==> src/rtl/fir_sample_sequencer.sv <==
// Sample sequencer for the 6-tap FIR comparison datapath: shifts accepted samples into a
// tap window, waits a settle interval, captures both core outputs and their signed error.
module fir_sample_sequencer #(
    parameter int DATA_W    = 32,
    parameter int SETTLE    = 1,
    parameter int ER_THRESH = 8,
    parameter int CNT_W     = 16
) (
    input  logic                     clk,
    input  logic                     rst,
    input  logic                     s_valid,
    output logic                     s_ready,
    input  logic signed [DATA_W-1:0] s_data,
    output logic signed [DATA_W-1:0] in_1_0,
    output logic signed [DATA_W-1:0] in_2_0,
    output logic signed [DATA_W-1:0] in_3_0,
    output logic signed [DATA_W-1:0] in_4_0,
    output logic signed [DATA_W-1:0] in_5_0,
    output logic signed [DATA_W-1:0] in_6_0,
    input  logic signed [DATA_W-1:0] appr_out,
    input  logic signed [DATA_W-1:0] accu_out,
    output logic                     m_valid,
    input  logic                     m_ready,
    output logic signed [DATA_W-1:0] m_appr,
    output logic signed [DATA_W-1:0] m_accu,
    output logic signed [DATA_W:0]   m_err,
    input  logic                     clear,
    output logic [CNT_W-1:0]         n_total,
    output logic [CNT_W-1:0]         n_exact,
    output logic [CNT_W-1:0]         n_thresh
);

    typedef enum logic [1:0] {
        S_IDLE,
        S_SETTLE,
        S_HOLD
    } state_e;

    localparam logic [3:0] SETTLE_M1 = 4'(SETTLE - 1);

    state_e                   state_q, state_d;
    logic [3:0]               cnt_q, cnt_d;
    logic signed [DATA_W-1:0] tap_q [6];
    logic signed [DATA_W-1:0] m_appr_q, m_accu_q;
    logic signed [DATA_W:0]   m_err_q;
    logic [CNT_W-1:0]         n_total_q, n_exact_q, n_thresh_q;
    logic                     accept, capture, is_exact, is_thresh;

    // Counters stick at all-ones instead of wrapping.
    function automatic logic [CNT_W-1:0] sat_inc(input logic [CNT_W-1:0] v, input logic en);
        return (en && (v != '1)) ? v + 1'b1 : v;
    endfunction

    // Both operands widened by one sign bit, so the difference always fits.
    function automatic logic signed [DATA_W:0] sub_ext(input logic signed [DATA_W-1:0] a,
                                                       input logic signed [DATA_W-1:0] b);
        return {a[DATA_W-1], a} - {b[DATA_W-1], b};
    endfunction

    assign accept    = (state_q == S_IDLE) && s_valid;
    assign capture   = (state_q == S_SETTLE) && (cnt_q == 4'd0);
    assign is_exact  = (appr_out == accu_out);
    assign is_thresh = (appr_out[DATA_W-1:ER_THRESH] == accu_out[DATA_W-1:ER_THRESH]);

    always_comb begin
        state_d = state_q;
        cnt_d   = cnt_q;
        case (state_q)
            S_IDLE: begin
                if (s_valid) begin
                    state_d = S_SETTLE;
                    cnt_d   = SETTLE_M1;
                end
            end
            S_SETTLE: begin
                if (cnt_q != 4'd0) begin
                    cnt_d = cnt_q - 4'd1;
                end else begin
                    state_d = S_HOLD;
                end
            end
            S_HOLD: begin
                if (m_ready) begin
                    state_d = S_IDLE;
                end
            end
            default: state_d = S_IDLE;
        endcase
    end

    always_ff @(posedge clk or posedge rst) begin
        if (rst) begin
            state_q <= S_IDLE;
            cnt_q   <= 4'd0;
        end else begin
            state_q <= state_d;
            cnt_q   <= cnt_d;
        end
    end

    // Tap window: in_1_0 newest, only moves on an accepted sample.
    always_ff @(posedge clk or posedge rst) begin
        if (rst) begin
            for (int i = 0; i < 6; i++) tap_q[i] <= '0;
        end else if (accept) begin
            tap_q[0] <= s_data;
            for (int i = 1; i < 6; i++) tap_q[i] <= tap_q[i-1];
        end
    end

    always_ff @(posedge clk or posedge rst) begin
        if (rst) begin
            m_appr_q <= '0;
            m_accu_q <= '0;
            m_err_q  <= '0;
        end else if (capture) begin
            m_appr_q <= appr_out;
            m_accu_q <= accu_out;
            m_err_q  <= sub_ext(appr_out, accu_out);
        end
    end

    // A clear on the capture edge takes priority over the increment.
    always_ff @(posedge clk or posedge rst) begin
        if (rst) begin
            n_total_q  <= '0;
            n_exact_q  <= '0;
            n_thresh_q <= '0;
        end else if (clear) begin
            n_total_q  <= '0;
            n_exact_q  <= '0;
            n_thresh_q <= '0;
        end else if (capture) begin
            n_total_q  <= sat_inc(n_total_q, 1'b1);
            n_exact_q  <= sat_inc(n_exact_q, is_exact);
            n_thresh_q <= sat_inc(n_thresh_q, is_thresh);
        end
    end

    assign s_ready  = (state_q == S_IDLE);
    assign m_valid  = (state_q == S_HOLD);
    assign in_1_0   = tap_q[0];
    assign in_2_0   = tap_q[1];
    assign in_3_0   = tap_q[2];
    assign in_4_0   = tap_q[3];
    assign in_5_0   = tap_q[4];
    assign in_6_0   = tap_q[5];
    assign m_appr   = m_appr_q;
    assign m_accu   = m_accu_q;
    assign m_err    = m_err_q;
    assign n_total  = n_total_q;
    assign n_exact  = n_exact_q;
    assign n_thresh = n_thresh_q;

endmodule
==> config.mk <==
export PLATFORM = sky130hd
export DESIGN_NAME = fir_sample_sequencer
export DESIGN_NICKNAME = d
export VERILOG_FILES = /design/src/rtl/fir_sample_sequencer.sv
export SDC_FILE = /design/constraint.sdc
export NUM_CORES = 1
export LEC_CHECK = 0
export BUFFER_PORTS_ARGS = -buffer_cell sky130_fd_sc_hd__buf_4
export CORE_MARGIN = 1.5
export CORE_UTILIZATION = 52
export CTS_CLUSTER_DIAMETER = 150
export DETAILED_ROUTE_END_ITERATION = 16
export GPL_ROUTABILITY_DRIVEN = 1
export GPL_TIMING_DRIVEN = 0
export HOLD_SLACK_MARGIN = 0.12
export PLACE_DENSITY_LB_ADDON = 0.08
export SLEW_MARGIN = 10
export SYNTH_ARGS = -nofsm -noshare
export SYNTH_HDL_FRONTEND = slang
export SYNTH_SLANG_ARGS = --single-unit
==> constraint.sdc <==
create_clock -name clk -period 12.7 [get_ports clk]
set_clock_uncertainty 0.05 [all_clocks]
set_input_delay 0.635 -clock clk [delete_from_list [all_inputs] [get_ports clk]]
set_output_delay 0.635 -clock clk [all_outputs]
set_load 0.05 [all_outputs]
Word-level counts from Yosys, hierarchy flattened:

Cells that the tools add are included.

* add/sub/neg operators: 5
* equal/unequal tests: 11
* mux-type cells: 16
* reductions and logical operators: 17

Operators by type and width (count)
* $mux 16: 9
* $add 16x1->16 const B: 3
* $ne 16x16->1 const B: 3
* $sub 32x32->33: 1
* $eq 32x32->1: 1
* $eq 24x24->1: 1
* $reduce_bool 2->1: 5
* $mux 4: 2
* $pmux 4 s2: 1
* $mux 2: 3
* $pmux 2 s3: 1
* $reduce_and 2->1: 3
* $reduce_and 3->1: 2
* $logic_and 1x1->1: 4
* $logic_not 4->1: 1
* $ne 2x1->1 const B: 2
* $ne 2x2->1 const B: 2
* $reduce_bool 4->1: 1
* $sub 4x1->4 const B: 1
* $eq 2x1->1 const B: 1
* $eq 2x2->1 const B: 1
* $logic_not 2->1: 1

* bits in registers: 343
* input port bits: 101

Longest topological paths before layout:

Gate-level depths: netlist of the first run.

* word-level depth: 5
* depth in mapped cells: 11
* depth with buffers taken out: 11

Least setup slack after synthesis of the first run:

Ideal clock, no wire load.

* kind: input to register
* start: in accu_out[19]
* end: reg n_exact_q[15], in the netlist n_exact[15]
* setup time: 132 ps
* data arrival time: 2672 ps
* slack: 9846 ps
* stages on the path: 11
* path through: inv_1 -> ha_1 -> clkbuf_1 -> nand3_1 -> nor2_1 -> nand4_2 -> nor3_4 -> nor3b_4 -> and2b_1 -> xnor2_1 -> nor2_1

* cells in the longest elaborated chain, start to end: 4

RTL lines
* from (decl): RTL line 21 `input logic signed [DATA_W-1:0] accu_out,`
* $eq 32x32->1: RTL line 62 `assign is_exact = (appr_out == accu_out);`
* $logic_and 1x1->1: RTL line 51 `return (en && (v != '1)) ? v + 1'b1 : v;`
* $reduce_bool 2->1 (no line)
* $reduce_and 2->1 (no line)
* to (signal assigned): RTL line 135 `n_exact_q <= sat_inc(n_exact_q, is_exact);`
* to (decl): RTL line 46 `logic [CNT_W-1:0] n_total_q, n_exact_q, n_thresh_q;`

No other way between the ends.
A chain may end at the register's enable or synchronous reset.

Final worst setup path of the first run:

* start: in accu_out[20]
* end: reg n_thresh_q[10], in the netlist n_thresh[10]

* cells in the longest elaborated chain, start to end: 4

RTL lines
* $eq 24x24->1: RTL line 63 `assign is_thresh = (appr_out[DATA_W-1:ER_THRESH] == accu_out[DATA_W-1:ER_THRESH]);`
* $logic_and 1x1->1: RTL line 51
* $reduce_bool 2->1 (no line)
* $reduce_and 2->1 (no line)
* to (signal assigned): RTL line 136 `n_thresh_q <= sat_inc(n_thresh_q, is_thresh);`
* to (decl): RTL line 46

No other way between the ends.

==> metrics.yaml, run 1 <==
clock_network:
  clock_tree.htree_level_count: 2
  clockRootBuffer: "sky130_fd_sc_hd__clkbuf_16"
  clk_transition_reported_paths_ns: 0.06
  cts_resized: 0
  cts_buffer_depth: 3
  clock_insertion_delay_worst_skew_ns: 0.53
  cts-buffers-inserted: 38
  post-cts-setup-buffer-count: 0
  tritoncts_num_sinks: 343
  cts_tree: "done"
synthesis:
  postSynthAreaPerCell_um2: 11.4
  ys_async_sr_fraction_pct: 100
  dominantRegCellSynth: "sky130_fd_sc_hd__dfrtp_1"
  postSynthCellCount: 1328
  yosys-mux-area-fraction_pct: 14.6
  syn-cell-area_um2: 15100
  synth_fp_nets: 1467
  synthSimpleGateAreaFrac_pct: 11.7
  ys_ff_latch: 343
  synthXorXnorAreaFrac_pct: 3.53
  synthAdderAreaFrac_pct: 3.20
  largest_family_of_logic_cells_by_synthesized_area: "multiplexers"
  synth.lib_cells_used.distinct: 54
  synth-edff-count: 0
  yosysWarnings: 0
  yosysSeqAreaShare_pct: 56.8
  synth_compound_gate_area_share_pct: 7.23
route:
  drtAntennaViolNets: 0
  dr.pass1.iters: 5
  post_drt_wl_per_cell_um: 19.1
  total_detailed_routing_wirelength_um: 42500
  drt_iter0_drc: 788
  route.vias.total: 12000
  remaining_drc_errors: 0
  avgViaCountPerCell: 5.38
floorplanning:
  start_util_pct: 52.8
  i_o_pins: 440
  floorplan.core_area_um2: 28600
  die-area_um2: 30100
  die_w_um: 173
  fp-row-count: 62
  die_y_um: 173
worst_setup_path:
  instance_count_on_the_critical_path: 11
  timing.critical_path.mode_cell: "sky130_fd_sc_hd__nor2_1"
  critPathMaxFanout: 7
  critPathCapture: "n_thresh[10]"
  timing.critical_path.cells: "buf_4, inv_1, ha_1, clkbuf_1, nand3_1, nor2_1, nand4_2, nor3b_1, nand4_1, xor2_1, nor2_1"
  r2r_start: "cnt_q[0]"
  r2r_cells: 10
  worstSetupStartpointType: "primary input"
  cp.required_ns: 13.03
  crit_buf_inv: 3
  cpMaxStageDelayCell: "sky130_fd_sc_hd__nor3b_1"
  worstReg2RegEnd: "n_total[12]"
  worstSetupPathType: "primary input to register"
  timing.critical_path.slowest_cell_delay_ns: 0.79
  critical-path-top-delay-family: "simple AND/OR/NAND/NOR gates"
  timing.critical_path.to_type: "register"
  slack_of_the_worst_reg_to_reg_path_ns: 9.71
  setup.worst_path.start: "accu_out[20]"
  worst_ep_arrival_time_ns: 3.42
final_layout:
  nNetsFinal: 1949
  n_fill_cell: 2188
  fin_util_pct: 70.9
  leading_cell_types_in_the_layout_fill_and_taps_excluded: "sky130_fd_sc_hd__buf_4, sky130_fd_sc_hd__dfrtp_1, sky130_fd_sc_hd__nand2_1"
  drive_gt1_share_pct: 38.9
  final_common_cell: "sky130_fd_sc_hd__buf_4"
  post-route-cell-area_um2: 20300
  flow.area_growth_from_synthesis_pct: 34.2
sta:
  finalHoldViolCount: 0
  slew-limit-headroom_pct: 42.1
  timing.final.setup_violations: 0
  hold_ws_ns: 0.267
  minimum_period_implied_by_the_final_worst_setup_slack_ns: 3.09
  max_freq_mhz: 324
  setup_repair_after_global_routing_missed_its_margin: "false"
  fin_crit_sh_pct: 24.3
  worstMarginPinSlew_ns: 0.867
  finalMaxSlewViolations: 0
grt:
  antenna_found_initial: 2
  first_global_vias: 12100
  grt_first_pass_wirelength_um: 67100
  grtUsageTotal_pct: 28.4
  globalRoute.totalOverflow: 0
  grt_max_degree: 125
outcome:
  outcome: "completed"
placement:
  portBuffers: 438
  dp_hpwl_um: 31600
  dpl-instance-area_um2: 19000
  routabilityCongestion: 0.845
min_path:
  worst_hold_path_type: "primary input to register"
power_and_ir_drop:
  leakage_uw: 0.00989
  ir_drop_mv: 0.222
  power_density_nw_per_um2: 321
run:
  max_cap_viol_count: 0
[layer usage]
layer	wire length [um]	vias to the layer above	global-route usage, %
met5	46	-	1.12
met4	1740	2	11.2
met3	3650	90	8.90
met1	16700	5908	34.6
li1	-	5520	-
met2	20400	439	47.3
[synth_stat cells, types with 8 or more instances]
cell type	n	area, um^2
sky130_fd_sc_hd__dfrtp_1	343	8580
sky130_fd_sc_hd__nand2_1	198	743
sky130_fd_sc_hd__mux2_2	193	2170
sky130_fd_sc_hd__o21ai_0	92	460
sky130_fd_sc_hd__nor2_1	67	251
sky130_fd_sc_hd__clkbuf_1	59	221
sky130_fd_sc_hd__a21oi_1	52	260
sky130_fd_sc_hd__inv_1	51	191
sky130_fd_sc_hd__ha_1	37	463
sky130_fd_sc_hd__xnor2_1	32	280
sky130_fd_sc_hd__xor2_1	29	254
sky130_fd_sc_hd__nand3_1	28	140
sky130_fd_sc_hd__nand4_1	16	100
sky130_fd_sc_hd__a21o_1	12	90.1
sky130_fd_sc_hd__nor3_1	12	60.1
sky130_fd_sc_hd__or3_1	12	75.1
sky130_fd_sc_hd__and3_1	9	56.3
sky130_fd_sc_hd__and2_1	8	50.1
[final cells by class]
type	instances	area (um^2)	share of cell area, %
repair buffers	442	3380	16.7
well taps	384	480	2.37
diodes	2	5.00	0.0247
inverters	51	199	0.981
clock inverters	7	81.3	0.401
multi-input cells	870	6090	30.0
plain buffers	64	246	1.22
clock buffers	60	1210	5.99
flip-flops and latches	343	8580	42.3
[cells by family after synthesis]
kind of cell    after synthesis
xor+xnor                     61
buf+inv                     115
mux                         197
fa+ha+maj                    38
compound gates              191
flops                       343
simple gates                383
[worst min path at each step]
stage,slack (ns),to,cells past startpoint,startpoint
final,0.27,m_appr[29],3,appr_out[29]
after global routing,0.26,m_appr[15],3,appr_out[15]
after CTS,0.25,m_appr[29],3,appr_out[29]
after detailed placement,0.41,m_appr[7],2,m_appr[7]
after global placement,0.41,m_appr[15],2,m_appr[15]
after floorplan,0.41,cnt_q[0],1,cnt_q[0]
[worst min-delay path: stages]
cell and delay, ns:
sky130_fd_sc_hd__buf_4 0.09, sky130_fd_sc_hd__nand2_1 0.04, sky130_fd_sc_hd__nand2_1 0.05
[where the power goes]
part	leakage [uW]	internal [uW]	switching, uW	total, uW
Combinational	0.00499	1080	2410	3500
Clock	0.000642	678	442	1120
Sequential	0.00426	1570	332	1910
Total	0.00989	3340	3190	6520
[sequential cells by signal, summed over array words and instances (netlist names), 16 cells and up]
name and flops:
in_1_0 32, in_2_0 32, m_err 33, n_total 16
in_6_0 32, n_exact 16, m_appr 32, in_3_0 32
in_5_0 32, n_thresh 16, m_accu 32, in_4_0 32
[through the flow]
stage               instances  total power, uW  setup WS, ns  setup TNS [ns]
floorplan                1328             4250          2.51               0
global placement         2150             5360         -1.19         -397.51
detailed placement       2153             5420          9.16               0
CTS                      2221             6560          9.67               0
global route             2223             6800          9.39               0
finish                   2223             6520          9.61               0
[what timing repair did]
action / 4_1_cts / 5_1_grt
hold buffers: 1 / 0
endpoints found under the hold margin: 52 / 0
setup endpoints to repair: 0 / 0
No activity file was read; power rests on OpenSTA's default activity.
==> run 2, diff against run 1 <==
Settings changed: CORE_UTILIZATION 52 to 47.
Clock period 12.7 ns to 2.5 ns, I/O delays scaled along.
==> run 2 against run 1 <==
Net effect: combinational power rose to 5.2 times the previous value; first-iteration DRC count down 17%; flip-flop and latch count unchanged; wire length up 6.2%; worst setup slack worse by 9.7 ns; sequential share of layout area down 3.0 points; final cell count up 6.6%; global-route usage down 1.2 points; count of clock-buffer cells in the layout down 1; largest cell class unchanged; the run now ends with negative setup slack left.
==> metrics.yaml, run 2 (same netlist as run 1, synthesis figures left out) <==
route:
  avgViaCountPerCell: 5.25
  total_detailed_routing_wirelength_um: 45100
  drt_iter0_drc: 654
  route.vias.total: 12400
  post_drt_wl_per_cell_um: 19.0
  remaining_drc_errors: 0
  drtAntennaViolNets: 0
  dr.pass1.iters: 5
clock_network:
  clk_transition_reported_paths_ns: 0.06
  clock_insertion_delay_worst_skew_ns: 0.52
  tritoncts_num_sinks: 343
  cts-buffers-inserted: 38
  clock_tree.htree_level_count: 2
  cts_tree: "done"
  clockRootBuffer: "sky130_fd_sc_hd__clkbuf_16"
  cts_buffer_depth: 3
run:
  max_cap_viol_count: 0
grt:
  grt_max_degree: 36
  grt_first_pass_wirelength_um: 71200
  antenna_found_initial: 1
  first_global_vias: 13000
  globalRoute.totalOverflow: 0
  grtUsageTotal_pct: 27.2
outcome:
  failed_checks: "negative setup slack"
  outcome: "complete, but fails checks"
sta:
  finalWorstSetupSlack_ns: -0.105
  worstMarginPinSlew_ns: 0.697
  finalHoldViolCount: 0
  finalMaxSlewViolations: 0
  max_freq_mhz: 384
  minimum_period_implied_by_the_final_worst_setup_slack_ns: 2.60
  slew-limit-headroom_pct: 53.5
  fin_crit_sh_pct: 104
  tns_ns: -0.463
  setup_repair_after_global_routing_missed_its_margin: "true"
  timing.final.setup_violations: 11
  hold_ws_ns: 0.128
worst_setup_path:
  cp.required_ns: 2.89
  timing.critical_path.to_type: "register"
  r2r_cells: 9
  slack_of_the_worst_reg_to_reg_path_ns: -0.10
  setup.worst_path.start: "cnt_q[1]"
  worstReg2RegEnd: "n_thresh[11]"
  critPathCapture: "n_thresh[11]"
  worstSetupStartpointType: "register"
  worstSetupPathType: "register to register"
  r2r_start: "cnt_q[1]"
  critPathMaxFanout: 5
  worst_ep_arrival_time_ns: 2.99
power_and_ir_drop:
  ir_drop_mv: 1.19
  total_power_uw: 33300
  leakage_uw: 0.0106
  power_density_nw_per_um2: 1520
final_layout:
  final_common_cell: "sky130_fd_sc_hd__buf_4"
  nNetsFinal: 2082
  fin_util_pct: 69.1
  leading_cell_types_in_the_layout_fill_and_taps_excluded: "sky130_fd_sc_hd__buf_4, sky130_fd_sc_hd__dfrtp_1, sky130_fd_sc_hd__nand2_1"
  flow.area_growth_from_synthesis_pct: 44.5
  drive_gt1_share_pct: 39.9
  largest_register_ffs: 33
placement:
  dp_hpwl_um: 33000
  routabilityCongestion: 0.913
  portBuffers: 438
floorplanning:
  die_w_um: 182
  fp-row-count: 65
  i_o_pins: 440
  start_util_pct: 47.8
  die-area_um2: 33200
  die_y_um: 182
  floorplan.core_area_um2: 31600
min_path:
  worst_hold_path_type: "primary input to register"
## run 2: cell count changes in the layout (fill, tap and decap cells not counted), sizes merged
| cell | delta |
|---|---|
| buf | +28 |
| clkbuf | -6 |
| clkinv | -1 |
| diode | -1 |
| dlygate4sd3 | +109 |
| inv | -1 |
| nand4 | +1 |
## run 2: how the worst min path moves through the flow
stage                            start          to  slack (ns)  cells after the start
after floorplan            accu_out[0]   m_accu[0]        0.18                      2
after global placement    appr_out[31]  m_appr[31]        0.28                      3
after detailed placement           rst   in_5_0[0]        0.21                      2
after CTS                 appr_out[24]   m_err[24]        0.12                      4
after global routing      appr_out[24]   m_err[24]        0.18                      4
final                     appr_out[17]   m_err[18]        0.13                      5
## run 2: power breakdown
group	internal, uW	switching (uW)	total (uW)	leakage (uW)
combinational	5770	12300	18100	0.00578
clock	3270	2230	5500	0.000601
sequential	8000	1690	9690	0.00426
total	17000	16300	33300	0.0106
## run 2: final cells by class
type | instances | area, um^2
antenna | 1 | 2.50
timing repair buffer | 577 | 4770
clock inverter | 5 | 68.8
tap | 402 | 503
clock buffer | 59 | 1150
inverter | 51 | 195
sequential | 343 | 8580
buffer | 61 | 272
fill | 2397 | 9790
multi-input combinational | 871 | 6300
## run 2: metal layers
| layer | up-vias | GRT usage [%] | wire length, um | share of wire, % |
|---|---|---|---|---|
| met5 | - | 0 | 0 | 0 |
| met4 | 0 | 9.02 | 1350 | 3.0 |
| met3 | 77 | 7.88 | 3810 | 8.5 |
| met2 | 440 | 46.5 | 22200 | 49 |
| met1 | 6150 | 33.2 | 17700 | 39 |
| li1 | 5774 | - | - | - |
## run 2: critical path: stages (launching register included)
cell and delay [ns]:
sky130_fd_sc_hd__dfrtp_1 0.39, sky130_fd_sc_hd__inv_2 0.09, sky130_fd_sc_hd__ha_4 0.14, sky130_fd_sc_hd__or3b_4 0.41
sky130_fd_sc_hd__nor3_4 0.24, sky130_fd_sc_hd__nand4_4 0.21, sky130_fd_sc_hd__a41oi_4 0.30, sky130_fd_sc_hd__nand4_4 0.17
sky130_fd_sc_hd__or3_4 0.42, sky130_fd_sc_hd__a21oi_2 0.12
## run 2: what timing repair did
action	in CTS	in global routing
endpoints found under the hold margin	278	0
cloned	1	0
buffers inserted	11	7
gates resized for setup	45	34
pin swaps	11	10
hold buffers	110	0
setup endpoints to repair	294	266
## run 2: through the flow
step	worst slack [ns]	instance area (um^2)	cells
final	-0.105	21800	2370
after global routing	-0.195	21800	2370
after CTS	-0.136	21700	2363
after detailed placement	-0.481	19100	2179
after global placement	-4.39	18900	2168
after floorplan	-2.26	15100	1328
